===== src/rtl/mouse_position_tracker.sv =====
// mouse_position_tracker
//   Receive-only PS/2 mouse front end. It deserialises 11-bit PS/2 frames,
//   assembles 3-byte stream-mode packets and integrates the deltas into an
//   absolute cursor position. The position is clamped to the screen and
//   presented as pixel << FRAC.
// Ports:
//   clk, rst_n          system clock, asynchronous active-low reset
//   ps2_clk, ps2_data   raw asynchronous PS/2 lines
//   x_mouse, y_mouse    cursor position, pixel << FRAC (y = 0 is top)
//   left_btn, right_btn button state from the last accepted packet
//   pos_valid           one-cycle pulse when position/buttons update
//   frame_err           one-cycle pulse on parity/framing error or timeout
module mouse_position_tracker #(
  parameter int width          = 32,
  parameter int FRAC           = 12,
  parameter int X_MAX          = 639,
  parameter int Y_MAX          = 479,
  parameter int X_INIT         = 320,
  parameter int Y_INIT         = 240,
  parameter int TIMEOUT_CYCLES = 50000
) (
  input  logic             clk,
  input  logic             rst_n,
  input  logic             ps2_clk,
  input  logic             ps2_data,
  output logic [width-1:0] x_mouse,
  output logic [width-1:0] y_mouse,
  output logic             left_btn,
  output logic             right_btn,
  output logic             pos_valid,
  output logic             frame_err
);

  localparam int PW = 16;
  localparam int TW = $clog2(TIMEOUT_CYCLES + 1);
  localparam logic signed [PW-1:0] X_MAX_S = PW'(X_MAX);
  localparam logic signed [PW-1:0] Y_MAX_S = PW'(Y_MAX);

  typedef enum logic [1:0] {BYTE0, BYTE1, BYTE2, UPDATE} pkt_state_e;

  pkt_state_e state_q, state_d;

  logic          clk_s1_q, clk_s2_q, clk_s3_q;
  logic          dat_s1_q, dat_s2_q;
  logic [3:0]    bit_cnt_q, bit_cnt_d;
  logic [9:0]    frame_q, frame_d;
  logic [TW-1:0] to_cnt_q, to_cnt_d;
  logic [5:0]    flags_q, flags_d;   // {y_ovf, x_ovf, y_sign, x_sign, right, left}
  logic [7:0]    dx_lo_q, dx_lo_d, dy_lo_q, dy_lo_d;
  logic [PW-1:0] x_pix_q, x_pix_d, y_pix_q, y_pix_d;
  logic          left_q, left_d, right_q, right_d;
  logic          pos_valid_q, pos_valid_d, frame_err_q, frame_err_d;

  logic fall, byte_stb, bad_frame, timeout, err;
  logic ld_flags, ld_x, ld_y, do_update;
  logic signed [PW-1:0] dx, dy, x_sum, y_sum;

  assign fall = clk_s3_q & ~clk_s2_q;

  // Frame receiver and idle timeout. frame_q shifts LSB-first so after ten
  // edges bit 0 holds the start bit, [8:1] the data and [9] the parity; the
  // stop bit is taken straight from the synchronised line at edge ten.
  always_comb begin
    bit_cnt_d = bit_cnt_q;
    frame_d   = frame_q;
    to_cnt_d  = '0;
    byte_stb  = 1'b0;
    bad_frame = 1'b0;
    timeout   = 1'b0;
    if (fall) begin
      if (bit_cnt_q == 4'd10) begin
        bit_cnt_d = '0;
        if (!frame_q[0] && dat_s2_q && (^frame_q[9:1])) byte_stb  = 1'b1;
        else                                            bad_frame = 1'b1;
      end else begin
        bit_cnt_d = bit_cnt_q + 4'd1;
        frame_d   = {dat_s2_q, frame_q[9:1]};
      end
    end else if (bit_cnt_q != '0) begin
      if (to_cnt_q == TW'(TIMEOUT_CYCLES - 1)) begin
        timeout   = 1'b1;
        bit_cnt_d = '0;
      end else begin
        to_cnt_d = to_cnt_q + TW'(1);
      end
    end
  end

  assign err = bad_frame | timeout;

  // Packet FSM: next state
  always_comb begin
    state_d = state_q;
    if (err) begin
      state_d = BYTE0;
    end else begin
      case (state_q)
        BYTE0:   if (byte_stb && frame_q[4]) state_d = BYTE1;
        BYTE1:   if (byte_stb) state_d = BYTE2;
        BYTE2:   if (byte_stb) state_d = UPDATE;
        UPDATE:  state_d = BYTE0;
        default: state_d = BYTE0;
      endcase
    end
  end

  // Packet FSM: outputs (frame_q[4] is bit 3 of the received byte)
  always_comb begin
    ld_flags  = (state_q == BYTE0) && byte_stb && frame_q[4];
    ld_x      = (state_q == BYTE1) && byte_stb;
    ld_y      = (state_q == BYTE2) && byte_stb;
    do_update = (state_q == UPDATE);
  end

  // Datapath: capture packet bytes, integrate and clamp the position.
  always_comb begin
    flags_d     = flags_q;
    dx_lo_d     = dx_lo_q;
    dy_lo_d     = dy_lo_q;
    x_pix_d     = x_pix_q;
    y_pix_d     = y_pix_q;
    left_d      = left_q;
    right_d     = right_q;
    pos_valid_d = do_update;
    frame_err_d = err;

    if (ld_flags) flags_d = {frame_q[8], frame_q[7], frame_q[6], frame_q[5],
                             frame_q[2], frame_q[1]};
    if (ld_x) dx_lo_d = frame_q[8:1];
    if (ld_y) dy_lo_d = frame_q[8:1];

    dx = flags_q[4] ? '0 : {{(PW-8){flags_q[2]}}, dx_lo_q};
    dy = flags_q[5] ? '0 : {{(PW-8){flags_q[3]}}, dy_lo_q};
    // PS/2 reports up as positive while screen y grows downwards.
    x_sum = $signed(x_pix_q) + dx;
    y_sum = $signed(y_pix_q) - dy;

    if (do_update) begin
      if (x_sum < 0)            x_pix_d = '0;
      else if (x_sum > X_MAX_S) x_pix_d = X_MAX_S;
      else                      x_pix_d = x_sum;
      if (y_sum < 0)            y_pix_d = '0;
      else if (y_sum > Y_MAX_S) y_pix_d = Y_MAX_S;
      else                      y_pix_d = y_sum;
      left_d  = flags_q[0];
      right_d = flags_q[1];
    end
  end

  always_ff @(posedge clk or negedge rst_n) begin
    if (!rst_n) begin
      clk_s1_q    <= 1'b1;
      clk_s2_q    <= 1'b1;
      clk_s3_q    <= 1'b1;
      dat_s1_q    <= 1'b1;
      dat_s2_q    <= 1'b1;
      state_q     <= BYTE0;
      bit_cnt_q   <= '0;
      frame_q     <= '0;
      to_cnt_q    <= '0;
      flags_q     <= '0;
      dx_lo_q     <= '0;
      dy_lo_q     <= '0;
      x_pix_q     <= PW'(X_INIT);
      y_pix_q     <= PW'(Y_INIT);
      left_q      <= 1'b0;
      right_q     <= 1'b0;
      pos_valid_q <= 1'b0;
      frame_err_q <= 1'b0;
    end else begin
      clk_s1_q    <= ps2_clk;
      clk_s2_q    <= clk_s1_q;
      clk_s3_q    <= clk_s2_q;
      dat_s1_q    <= ps2_data;
      dat_s2_q    <= dat_s1_q;
      state_q     <= state_d;
      bit_cnt_q   <= bit_cnt_d;
      frame_q     <= frame_d;
      to_cnt_q    <= to_cnt_d;
      flags_q     <= flags_d;
      dx_lo_q     <= dx_lo_d;
      dy_lo_q     <= dy_lo_d;
      x_pix_q     <= x_pix_d;
      y_pix_q     <= y_pix_d;
      left_q      <= left_d;
      right_q     <= right_d;
      pos_valid_q <= pos_valid_d;
      frame_err_q <= frame_err_d;
    end
  end

  assign x_mouse   = width'(x_pix_q) << FRAC;
  assign y_mouse   = width'(y_pix_q) << FRAC;
  assign left_btn  = left_q;
  assign right_btn = right_q;
  assign pos_valid = pos_valid_q;
  assign frame_err = frame_err_q;

endmodule


===== config.mk =====
export PLATFORM = sky130hd
export DESIGN_NAME = mouse_position_tracker
export DESIGN_NICKNAME = d
export VERILOG_FILES = /design/src/rtl/mouse_position_tracker.sv
export SDC_FILE = /design/constraint.sdc
export NUM_CORES = 1
export LEC_CHECK = 0
export CAP_MARGIN = 20
export CORE_ASPECT_RATIO = 0.7
export CORE_MARGIN = 4
export CORE_UTILIZATION = 30
export DETAILED_ROUTE_END_ITERATION = 8
export GPL_ROUTABILITY_DRIVEN = 0
export PLACE_DENSITY = 0.58
export SYNTH_ARGS = -nofsm -noshare
export SYNTH_HDL_FRONTEND = slang
export SYNTH_SLANG_ARGS = --single-unit

===== constraint.sdc =====
create_clock -name clk -period 2.85 [get_ports clk]
set_input_delay 0.57 -clock clk [delete_from_list [all_inputs] [get_ports clk]]
set_output_delay 0.57 -clock clk [all_outputs]
set_load 0.02 [all_outputs]

# After elaboration in Yosys (flattened, before gate mapping)
# Cells that the tools add are included.
# op_classes
n_addsub	4
magnitude_cmp	4
n_eq_ne	8
mux	27
n_bitwise	4
reduce_logical	16
# op_table
operator	count
$mux 16	9
$lt 16x1->1 const B	2
$add 16x1->16 const B	1
$add 16x16->16	1
$eq 16x16->1 const B	1
$gt 16x10->1 const B	1
$gt 16x11->1 const B	1
$mux 4	4
$sub 16x16->16	1
$mux 1	9
$ne 3x3->1 const B	3
$reduce_xor 9->1	1
$mux 2	4
$pmux 2 s4	1
$logic_and 1x1->1	7
$add 4x1->4 const B	1
$eq 2x2->1 const B	2
$eq 4x4->1 const B	1
$reduce_and 2->1	2
$reduce_bool 2->1	2
$reduce_bool 4->1	1
$reduce_and 3->1	1
$eq 2x1->1 const B	1
$logic_not 2->1	1
4 further kinds	5
# word_totals
register_bits	95
inputBits	4
output_inout_bits	68
wordCells	81

# Depth between registers and ports, before layout
# Gate-level depths: netlist of the first run.
# logic_depth
ltp_word	10
depth_mapped	11
depth_no_buf	11

# Worst setup path after synthesis of the first run
# No wires, ideal clock.
# synth_path
kind	register to register
startpoint	register flags_q[4]
endpoint	register x_pix_q[7]
setup_time_ps	122
t_arrival_ps	2720
required_ps	2728
path_slack_ps	9
stages_incl_launch_ff	11
n_path_buf	1
synth_period_minus_slack_ps	2841
cell_sequence	dfrtp_1 -> nor2b_1 -> ha_1 -> clkbuf_1 -> a21o_1 -> a21oi_1 -> a21bo_2 -> a21oi_1 -> o211a_1 -> or2_2 -> a32o_1
# synth_via
elab_chain_cells	5
elab_cells_between_ends	6
cone_classes	1 x add/sub; 2 x order compare; 3 x mux
# synth_lines
item	line_no	rtl
start, declared	48	logic [5:0] flags_q, flags_d;
start signal, assigned	180	flags_q <= flags_d;
$mux 16 (*)	132	dx = flags_q[4] ? '0 : {{(PW-8){flags_q[2]}}, dx_lo_q};
$add 16x16->16 (*)	135	x_sum = $signed(x_pix_q) + dx;
$gt 16x11->1	140	else if (x_sum > X_MAX_S) x_pix_d = X_MAX_S;
$mux 16	140	
$mux 16 (*)	139	if (x_sum < 0) x_pix_d = '0;
end signal, assigned	164	x_pix_q <= PW'(X_INIT);
end signal, assigned	183	x_pix_q <= x_pix_d;
end, declared	50	logic [PW-1:0] x_pix_q, x_pix_d, y_pix_q, y_pix_d;
# Every way passes the cells marked *; elsewhere a longest branch is shown, timed or not.
# A chain may end at the register's enable or synchronous reset.

# Final worst setup path of the first run
# layout_path
startpoint	register flags_q[4]
endpoint	register x_pix_q[5]
# Same word-level chain as after synthesis.

==> results.py, run 1 <==
metrics = {
    "setup_path": {
        "rr_endpoint": "x_pix_q[5]",
        "worstPathCellList": "buf_6 -> nor2b_1 -> buf_4 -> buf_4 -> ha_1 -> a21o_1 -> a21oi_1 -> a21bo_2 -> a21oi_1 -> o211a_1 -> buf_4 -> o21ai_0 -> o221ai_2",
        "r2r_slack_ns": -0.02,
        "end_kind": "register",
        "slowest_delay_ns": 0.40,
        "path_buf_inv": 4,
        "worst_ep_arrival_time_ns": 3.08,
        "crit_type": "register to register",
        "critPathLaunch": "flags_q[4]",
        "critical_path.max_fanout": 8,
        "crit_family": "compound AO/OA/AOI/OAI gates",
        "crit_end": "x_pix_q[5]",
        "worstRegToRegCells": 13,
        "cp_common_cell": "buf_4",
        "cp_slowest_cell": "dfrtp_1",
        "required_ns": 3.06,
        "critPathLaunchType": "register",
        "reg2reg_from": "flags_q[4]",
        "cp.depth": 13,
    },
    "yosys": {
        "yosysSeqAreaShare": 0.392,
        "syn-cell-area_um2": 5970,
        "avgSynthCellArea_um2": 9.69,
        "yosys_warnings": 0,
        "syn_inst": 616,
        "ys_ff_latch": 93,
        "synthDistinctLibCells": 66,
        "synth_edf_count": 0,
        "synthArstFlopShare": 1.00,
        "synth_area_leaders": "dfrtp_1 (34%), ha_1 (8.4%), dfstp_2 (4.8%)",
        "synth_top_area_cell": "dfrtp_1",
        "netlist.area_leader.share": 0.344,
        "synth-main-ff-cell": "dfrtp_1",
    },
    "cells_and_area": {
        "stdcell_count": 967,
        "drive_gt1_frac": 0.223,
        "area_delta_synth_final_pct": 24.0,
        "final_util": 0.385,
        "final_cell_area_um2": 7400,
        "diodes": 0,
        "final_nets": 744,
    },
    "floorplan": {
        "start_util": 0.310,
        "die_area_um2": 22300,
        "design.core.area_um2": 19200,
        "dieHeight_um": 126,
        "die_x_um": 177,
        "rows": 42,
        "io_pins": 72,
    },
    "drt": {
        "drtIter0Drc": 252,
        "routed_wl_um": 13800,
        "via_count": 4616,
        "vias_per_cell": 4.77,
        "drc": 0,
        "wire_per_inst_um": 14.2,
        "dr.pass1.iters": 4,
        "ant_nets": 0,
    },
    "worst_hold_path": {
        "hold_class": "primary input to async pin",
    },
    "clock_tree": {
        "cts_htree_levels": 3,
        "clk_path_buf_depth": 2,
        "cts_hold_buf": 0,
        "cts_made_buffers": 9,
        "ctsRootBufferMaster": "clkbuf_16",
        "worst_setup_hold_path_clk_slew_ns": 0.07,
        "numClockSinks": 93,
        "insertion_delay_ns": 0.34,
        "cts_tree": "done",
    },
    "global_route": {
        "grt_start_max_net_pins": 33,
        "grt_pass1_wl_um": 22400,
        "overflow": 0,
        "antenna_found_initial": 0,
        "grt_pass1_vias": 4288,
        "grtUsageTotal": 0.124,
    },
    "run": {
        "drv_cap": 0,
    },
    "power": {
        "peakVddDrop_uv": 330,
        "power_leakage_nw": 3.46,
        "powerDensity_nw_per_um2": 429,
    },
    "sta": {
        "maxSlewViolCount": 0,
        "fin_crit_sh": 1.01,
        "period_needed_ns": 2.87,
        "timing.fmax_ghz": 0.348,
        "finalClockSkew_ns": 0.0103,
        "rsz0062_at_grt": "yes",
        "setup_tns_ns": -0.0395,
        "finalSetupViolCount": 2,
        "timing.final.ws_setup_ns": -0.0234,
        "hold_viol": 0,
    },
    "placed_design": {
        "io_buffers": 37,
        "placed_cell_area_um2": 6790,
        "dp_cells": 943,
        "post-dp-hpwl_um": 10500,
    },
    "status": {
        "violations": "setup timing",
        "status": "finished, violations left",
    },
}
==> metrics by stage <==
step	hold slack, ns	power [mW]	setup slack, ns
6_report	0.138	3.18	-0.0234
5_1_grt	0.149	3.37	-0.193
4_1_cts	0.137	3.23	0.00442
3_5_place_dp	0.348	1.96	-0.128
3_3_place_gp	0.348	1.96	-0.0770
2_1_floorplan	0.274	1.87	0.00861
==> cell usage in the layout, fill, tap and decap left out, types with 7 or more instances in the layout <==
| master | instances |
|---|---|
| dfrtp_1 | 82 |
| nand2_1 | 60 |
| buf_4 | 52 |
| nor2_1 | 42 |
| clkdlybuf4s50_1 | 36 |
| ha_1 | 34 |
| conb_1 | 34 |
| a21oi_1 | 29 |
| nor2b_1 | 25 |
| mux2_2 | 24 |
| inv_1 | 21 |
| xnor2_1 | 21 |
| o21ai_0 | 21 |
| xor2_1 | 19 |
| nand2b_1 | 14 |
| nand3_1 | 14 |
| dfstp_2 | 11 |
| a21o_1 | 10 |
| and3_1 | 9 |
| clkbuf_16 | 9 |
| nor3_1 | 7 |
==> worst reg2reg max path, stage by stage, from the launching register on <==
cell	delay (ns)
dfrtp_1	0.40
buf_6	0.15
nor2b_1	0.10
buf_4	0.18
buf_4	0.18
ha_1	0.25
a21o_1	0.19
a21oi_1	0.19
a21bo_2	0.15
a21oi_1	0.06
o211a_1	0.25
buf_4	0.16
o21ai_0	0.33
o221ai_2	0.16
==> area by class of cell <==
class | instances | area (um2)
fillers | 1953 | 11800
multi-input cells | 482 | 3560
flip-flops and latches | 93 | 2340
repair buffers | 90 | 782
well taps | 264 | 330
clock buffers | 10 | 229
inverters | 22 | 82.6
clock inverters | 6 | 77.6
==> power breakdown <==
group,leakage (nW),total [mW],internal [mW],switching [mW]
clock,0.151,1.24,0.696,0.539
sequential,1.24,1.52,1.41,0.113
combinational,2.07,0.421,0.177,0.244
==> worst min path at each step <==
| stage | endpoint | slack (ns) | depth (start not counted) |
|---|---|---|---|
| CTS | to_cnt_q[13] | 0.14 | 1 |
| detailed placement | clk_s2_q | 0.35 | 0 |
| global route | to_cnt_q[13] | 0.15 | 1 |
| global placement | dat_s2_q | 0.35 | 0 |
| floorplan | bit_cnt_q[0] | 0.27 | 0 |
| finish | to_cnt_q[13] | 0.14 | 1 |
==> timing repair <==
action / 4_1_cts / 5_1_grt
buffers inserted: 2 / 6
pin swaps: 3 / 15
gates resized for setup: 6 / 47
endpoints found under the setup margin: 15 / 19
endpoints found under the hold margin: 0 / 0
==> state kept, by name, indices dropped and copies added, names as in the netlist <==
register and cells:
dat_s2_q 1, dx_lo_q 8, pos_valid 1, clk_s2_q 1, clk_s3_q 1, flags_q 6
frame_q 10, dat_s1_q 1, frame_err 1, y_pix_q 15, right_btn 1, bit_cnt_q 4
clk_s1_q 1, left_btn 1, x_pix_q 15, to_cnt_q 16, state_q 2, dy_lo_q 8
==> metal layers <==
metal	vias to the layer above	GRT usage	wire length [um]
li1	2263	-	-
met4	0	0.0277	105
met1	2260	0.201	7630
met3	10	0.0306	609
met2	83	0.160	5420
met5	-	0	0
==> cell families (layout without fill, tap and decap cells) <==
group / after synthesis / after routing / share of synthesized area
simple gates: 207 / 207 / 0.178
compound gates: 130 / 130 / 0.152
flops: 93 / 93 / 0.392
buf+inv: 74 / 128 / 0.0725
fa+ha+maj: 42 / 42 / 0.0905
xor+xnor: 41 / 41 / 0.0624
mux: 28 / 28 / 0.0520
other cells: 1 / 34 / 0.000628
==> synthesized netlist by cell type (3+ instances only) <==
cell,number
a211oi_1,6
o221ai_1,9
nand2_1,60
a21oi_1,32
or2_2,3
xor2_1,19
dfrtp_1,82
nand4_1,6
mux2i_1,4
buf_2,4
xnor2_1,21
clkbuf_1,10
inv_1,22
o32a_1,3
and2_1,3
nand3b_1,3
a21o_1,10
and3_1,9
ha_1,40
o21ai_0,26
nor2_1,43
dfstp_2,11
o21ai_1,3
o22a_1,5
nand3_1,14
o21a_1,6
mux2_2,24
buf_4,36
nor4_1,3
nor2b_1,29
nand2b_1,15
nor3_1,7
Power figures use the tool's default switching activity.
==> inputs of run 2 (changes only) <==
--- a/config.mk
+++ b/config.mk
@@ -7,11 +7,12 @@
 export LEC_CHECK = 0
 export CAP_MARGIN = 20
 export CORE_ASPECT_RATIO = 0.7
-export CORE_MARGIN = 4
+export CORE_MARGIN = 2
 export CORE_UTILIZATION = 30
 export DETAILED_ROUTE_END_ITERATION = 8
+export DONT_BUFFER_PORTS = 1
 export GPL_ROUTABILITY_DRIVEN = 0
-export PLACE_DENSITY = 0.58
+export PLACE_DENSITY = 0.53
 export SYNTH_ARGS = -nofsm -noshare
 export SYNTH_HDL_FRONTEND = slang
 export SYNTH_SLANG_ARGS = --single-unit
==> results.py, run 2 (same netlist as run 1, synthesis figures left out) <==
metrics = {
    "status": {
        "status": "finished, final reports clean",
    },
    "setup_path": {
        "required_ns": 3.15,
        "critPathLaunch": "flags_q[4]",
        "critical_path.max_fanout": 4,
        "end_kind": "register",
        "critPathLaunchType": "register",
        "crit_type": "register to register",
        "reg2reg_from": "flags_q[4]",
        "worst_ep_arrival_time_ns": 3.12,
    },
    "cells_and_area": {
        "top_regs": "to_cnt_q x16, x_pix_q x15, y_pix_q x15",
        "regMostFlops": "to_cnt_q",
        "final_util": 0.365,
        "n_fill_cell": 1962,
        "area_delta_synth_final_pct": 20.2,
        "diodes": 0,
        "largest_register_ffs": 16,
        "final_common_cell": "dfrtp_1",
        "final_cell_mix": "dfrtp_1 (81), buf_4 (62), nand2_1 (60)",
        "final_cell_area_um2": 7180,
        "drive_gt1_frac": 0.252,
        "final_nets": 719,
    },
    "sta": {
        "period_needed_ns": 2.82,
        "rsz0062_at_grt": "yes",
        "timing.final.ws_setup_ns": 0.0283,
        "finalClockSkew_ns": 0.0118,
        "relSlewSlack": 0.645,
        "tightest_slew_ns": 0.530,
        "fin_crit_sh": 0.990,
        "timing.fmax_ghz": 0.354,
        "hold_viol": 0,
        "whs_ns": 0.0436,
        "finalSetupViolCount": 0,
        "maxSlewViolCount": 0,
    },
    "placed_design": {
        "dp_slack_ns": -0.266,
        "placed_cell_area_um2": 6490,
        "io_buffers": 0,
        "post-dp-hpwl_um": 10300,
    },
    "floorplan": {
        "io_pins": 72,
        "dieHeight_um": 122,
        "rows": 43,
        "die_x_um": 173,
        "design.core.area_um2": 19600,
        "start_util": 0.304,
        "die_area_um2": 21100,
    },
    "drt": {
        "drtIter0Drc": 324,
        "ant_nets": 0,
        "via_count": 4553,
        "vias_per_cell": 4.80,
        "dr.pass1.iters": 5,
        "routed_wl_um": 14200,
        "wire_per_inst_um": 15.0,
        "drc": 0,
    },
    "clock_tree": {
        "cts_tree": "done",
        "ctsRootBufferMaster": "clkbuf_16",
        "numClockSinks": 93,
        "cts_made_buffers": 9,
        "clk_path_buf_depth": 2,
        "insertion_delay_ns": 0.36,
        "worst_setup_hold_path_clk_slew_ns": 0.08,
        "cts_htree_levels": 3,
    },
    "power": {
        "peakVddDrop_uv": 313,
        "p_int_mw": 2.20,
        "powerDensity_nw_per_um2": 440,
        "p_clk_frac": 0.387,
        "seq_power_share": 0.482,
        "comb_power_share": 0.130,
        "power_leakage_nw": 3.40,
        "switching_share": 0.303,
        "p_sw_uw": 959,
    },
    "run": {
        "drv_cap": 0,
    },
    "global_route": {
        "grt_pass1_vias": 4385,
        "grtUsageTotal": 0.137,
        "grt_pass1_wl_um": 22800,
        "overflow": 0,
        "antenna_found_initial": 0,
        "grt_start_max_net_pins": 83,
    },
    "worst_hold_path": {
        "hold_class": "primary input to async pin",
    },
}
==> run 2: area by class of cell <==
class                   count  area [um2]  area share
multi-input cells         482        3590       0.501
flip-flops and latches     93        2340       0.326
repair buffers             65         515      0.0718
well taps                 270         338      0.0471
clock buffers               9         225      0.0314
inverters                  22        82.6      0.0115
clock inverters             7        80.1      0.0112
==> run 2: power by group through the flow <==
stage / clock network (mW) / registers [mW] / logic (mW)
finish: 1.22 / 1.52 / 0.412
global route: 1.32 / 1.54 / 0.475
CTS: 1.27 / 1.52 / 0.413
detailed placement: 0 / 1.55 / 0.381
global placement: 0 / 1.54 / 0.368
floorplan: 0 / 1.51 / 0.363
==> run 2: worst max-delay path: stages (launching register included) <==
cell	delay, ns
dfrtp_2	0.44
nor2b_2	0.13
ha_2	0.19
inv_2	0.04
fa_2	0.37
nor2b_4	0.22
o2111ai_4	0.15
a211oi_2	0.26
nor3_2	0.09
xnor2_2	0.17
nor4b_4	0.35
buf_4	0.20
a32o_1	0.16
==> run 2: what timing repair did <==
| action | 4_1_cts | 5_1_grt |
|---|---|---|
| gates cloned | 0 | 1 |
| endpoints found under the setup margin | 19 | 19 |
| endpoints found under the hold margin | 82 | 0 |
| gates resized for setup | 10 | 48 |
| hold buffers | 1 | 0 |
| pin swaps | 3 | 10 |
| buffers inserted | 1 | 8 |
==> run 2: final timing paths <==
| path | endpoint | slack, ns | depth (start not counted) |
|---|---|---|---|
| setup / recovery | x_pix_q[7] | 0.03 | 12 |
| hold / removal | clk_s1_q | 0.04 | 0 |
| setup reg to reg | x_pix_q[7] | 0.03 | 12 |
| hold reg to reg | clk_s2_q | 0.36 | 0 |
| max in group asynchronous | flags_q[1] | 2.39 | 1 |
| min in group clk | dat_s1_q | 0.20 | 0 |
==> run 2: layer usage <==
metal / vias to the layer above / global-route usage / part of all wire
li1: 2219 / - / -
met1: 2209 / 0.196 / 0.51
met2: 114 / 0.202 / 0.42
met3: 11 / 0.0356 / 0.056
met4: 0 / 0.0401 / 0.011
met5: - / 0 / 0
==> run 2: through the flow <==
stage,std cells,setup TNS [ns],power [mW]
3_3_place_gp,921,-0.819,1.91
6_report,948,0,3.16
4_1_cts,939,-0.0224,3.21
2_1_floorplan,649,0,1.87
3_5_place_dp,921,-2.94,1.93
5_1_grt,948,-1.12,3.34
==> inputs of run 3 (changes only) <==
--- a/config.mk
+++ b/config.mk
@@ -5,6 +5,7 @@
 export SDC_FILE = /design/constraint.sdc
 export NUM_CORES = 1
 export LEC_CHECK = 0
+export ABC_AREA = 1
 export CAP_MARGIN = 20
 export CORE_ASPECT_RATIO = 0.7
 export CORE_MARGIN = 2
==> results.py, run 3 <==
metrics = {
    "clock_tree": {
        "insertion_delay_ns": 0.35,
        "cts_tree": "done",
        "ctsRootBufferMaster": "clkbuf_16",
        "worst_setup_hold_path_clk_slew_ns": 0.08,
        "cts_htree_levels": 3,
        "numClockSinks": 93,
        "clk_path_buf_depth": 2,
        "cts_made_buffers": 9,
    },
    "power": {
        "seq_power_share": 0.474,
        "powerDensity_nw_per_um2": 450,
        "comb_power_share": 0.137,
        "power_leakage_nw": 3.73,
        "p_clk_frac": 0.389,
        "p_int_mw": 2.15,
        "peakVddDrop_uv": 293,
        "total_power_mw": 3.09,
        "switching_share": 0.304,
        "p_sw_uw": 940,
    },
    "global_route": {
        "grtUsageTotal": 0.139,
        "grt_pass1_vias": 4631,
        "overflow": 0,
        "grt_pass1_wl_um": 24700,
        "grt_start_max_net_pins": 83,
        "antenna_found_initial": 0,
    },
    "placed_design": {
        "post-dp-hpwl_um": 11400,
        "io_buffers": 0,
    },
    "sta": {
        "timing.fmax_ghz": 0.385,
        "period_needed_ns": 2.60,
        "finalSetupViolCount": 0,
        "hold_viol": 0,
        "fin_crit_sh": 0.912,
        "rsz0062_at_grt": "yes",
        "tightest_slew_ns": 0.525,
        "relSlewSlack": 0.650,
        "finalClockSkew_ns": 0.00811,
        "maxSlewViolCount": 0,
        "setup_tns_ns": 0,
    },
    "yosys": {
        "synthDistinctLibCells": 41,
        "yosysSeqAreaShare": 0.372,
        "synth-main-ff-cell": "dfrtp_1",
        "synthTopCellsByCount": "nand2_1 (281), inv_1 (133), dfrtp_1 (82)",
        "syn-cell-area_um2": 6290,
        "synth_most_common_cell": "nand2_1",
        "netlist.area_leader.share": 0.326,
        "yosys_warnings": 0,
        "synthArstFlopShare": 1.00,
        "ys_ff_latch": 93,
        "synth_area_leaders": "dfrtp_1 (33%), nand2_1 (17%), ha_1 (8.0%)",
        "syn_inst": 871,
        "synth_top_area_cell": "dfrtp_1",
        "avgSynthCellArea_um2": 7.23,
        "synth_edf_count": 0,
    },
    "floorplan": {
        "io_pins": 72,
        "design.core.area_um2": 20600,
        "dieHeight_um": 125,
        "die_area_um2": 22200,
        "start_util": 0.305,
        "rows": 44,
        "die_x_um": 177,
    },
    "drt": {
        "vias_per_cell": 4.51,
        "drc": 0,
        "ant_nets": 0,
        "wire_per_inst_um": 12.8,
        "routed_wl_um": 14900,
        "drtIter0Drc": 469,
        "via_count": 5246,
        "dr.pass1.iters": 5,
    },
    "setup_path": {
        "worstPathCellList": "inv_1 -> buf_4 -> nand2_1 -> ha_1 -> nand2_1 -> nor2_1 -> nand3_1 -> nand3_1 -> nand2_1 -> nand2_1 -> xnor2_1 -> and2_1 -> o21ai_0 -> nand2_1",
        "end_kind": "register",
        "crit_type": "register to register",
        "crit_family": "simple AND/OR/NAND/NOR gates",
        "cp_slowest_cell": "ha_1",
        "slowest_delay_ns": 0.41,
        "path_buf_inv": 2,
        "critPathLaunchType": "register",
        "r2r_slack_ns": 0.25,
        "worst_ep_arrival_time_ns": 2.89,
        "required_ns": 3.14,
        "cp_common_cell": "nand2_1",
        "critical_path.max_fanout": 9,
    },
    "cells_and_area": {
        "largest_register_ffs": 16,
        "final_cell_mix": "nand2_1 (281), inv_1 (132), dfrtp_1 (81)",
        "final_nets": 928,
        "regMostFlops": "to_cnt_q",
        "final_common_cell": "nand2_1",
        "area_delta_synth_final_pct": 9.06,
        "drive_gt1_frac": 0.0846,
        "top_regs": "to_cnt_q x16, x_pix_q x15, y_pix_q x15",
        "diodes": 0,
    },
    "status": {
        "status": "finished, final reports clean",
    },
    "worst_hold_path": {
        "hold_class": "primary input to async pin",
    },
    "run": {
        "drv_cap": 0,
    },
}
run 3: cell count changes after synthesis, moves of 15 or more:
cell and change:
o21ai_2 +17, inv_1 +111, nand4_1 +16, xor2_1 -18, nand2_1 +221, mux2_2 -24
nor2b_1 -29, nor2_1 +36, nand3_1 +42, nand2b_1 -15
run 3: what timing repair did:
item / in CTS / in global routing
endpoints found under the setup margin: 0 / 14
setup buffers: 0 / 0
endpoints found under the hold margin: 82 / 0
resized for setup: 0 / 6
hold buffers: 1 / 0
run 3: final cells by class:
type / count / area (um2)
fillers: 2204 / 13800
flip-flops and latches: 93 / 2340
repair buffers: 11 / 103
multi-input cells: 633 / 3280
well taps: 276 / 345
clock inverters: 7 / 63.8
clock buffers: 9 / 225
inverters: 134 / 505
run 3: kinds of logic after synthesis:
family | count (synthesis) | synth area share
AO/OA/AOI/OAI | 74 | 0.0737
XOR/XNOR | 16 | 0.0223
adder cells (fa/ha/maj) | 42 | 0.0859
buffers and inverters | 178 | 0.129
flip-flops | 93 | 0.372
other | 1 | 0.000596
AND/OR/NAND/NOR | 467 | 0.316
run 3: final timing paths:
check	startpoint	to	depth (start not counted)
max	flags_q[5]	y_pix_q[8]	14
min	rst_n	x_pix_q[8]	0
max reg2reg	flags_q[5]	y_pix_q[8]	14
min reg2reg	dat_s1_q	dat_s2_q	0
max in group asynchronous	rst_n	flags_q[4]	1
min in group clk	ps2_clk	clk_s1_q	0
run 3: per-layer routing:
layer,track usage,routed length (um),vias up
met3,0.0356,948,10
met5,0,0,-
met4,0.0243,119,0
met1,0.230,8420,2416
li1,-,-,2689
met2,0.176,5420,131
run 3: metrics by stage:
step / instance area, um2 / hold WS (ns) / setup slack, ns / std cells / utilization
2_1_floorplan: 6420 / 0.274 / 0.448 / 904 / -
3_3_place_gp: 6530 / 0.280 / 0.0458 / 1146 / 0.316
3_5_place_dp: 6530 / 0.278 / 0.0568 / 1146 / 0.316
4_1_cts: 6850 / 0.0362 / 0.0412 / 1163 / 0.332
5_1_grt: 6870 / 0.0280 / -0.00466 / 1163 / 0.333
6_report: 6870 / 0.0544 / 0.250 / 1163 / 0.333
run 3: power by group through the flow:
stage               clock network, mW  logic [mW]  registers (mW)
global placement                    0       0.397            1.49
finish                           1.20       0.423            1.47
detailed placement                  0       0.399            1.49
global route                     1.31       0.489            1.48
floorplan                           0       0.368            1.48
CTS                              1.25       0.431            1.47
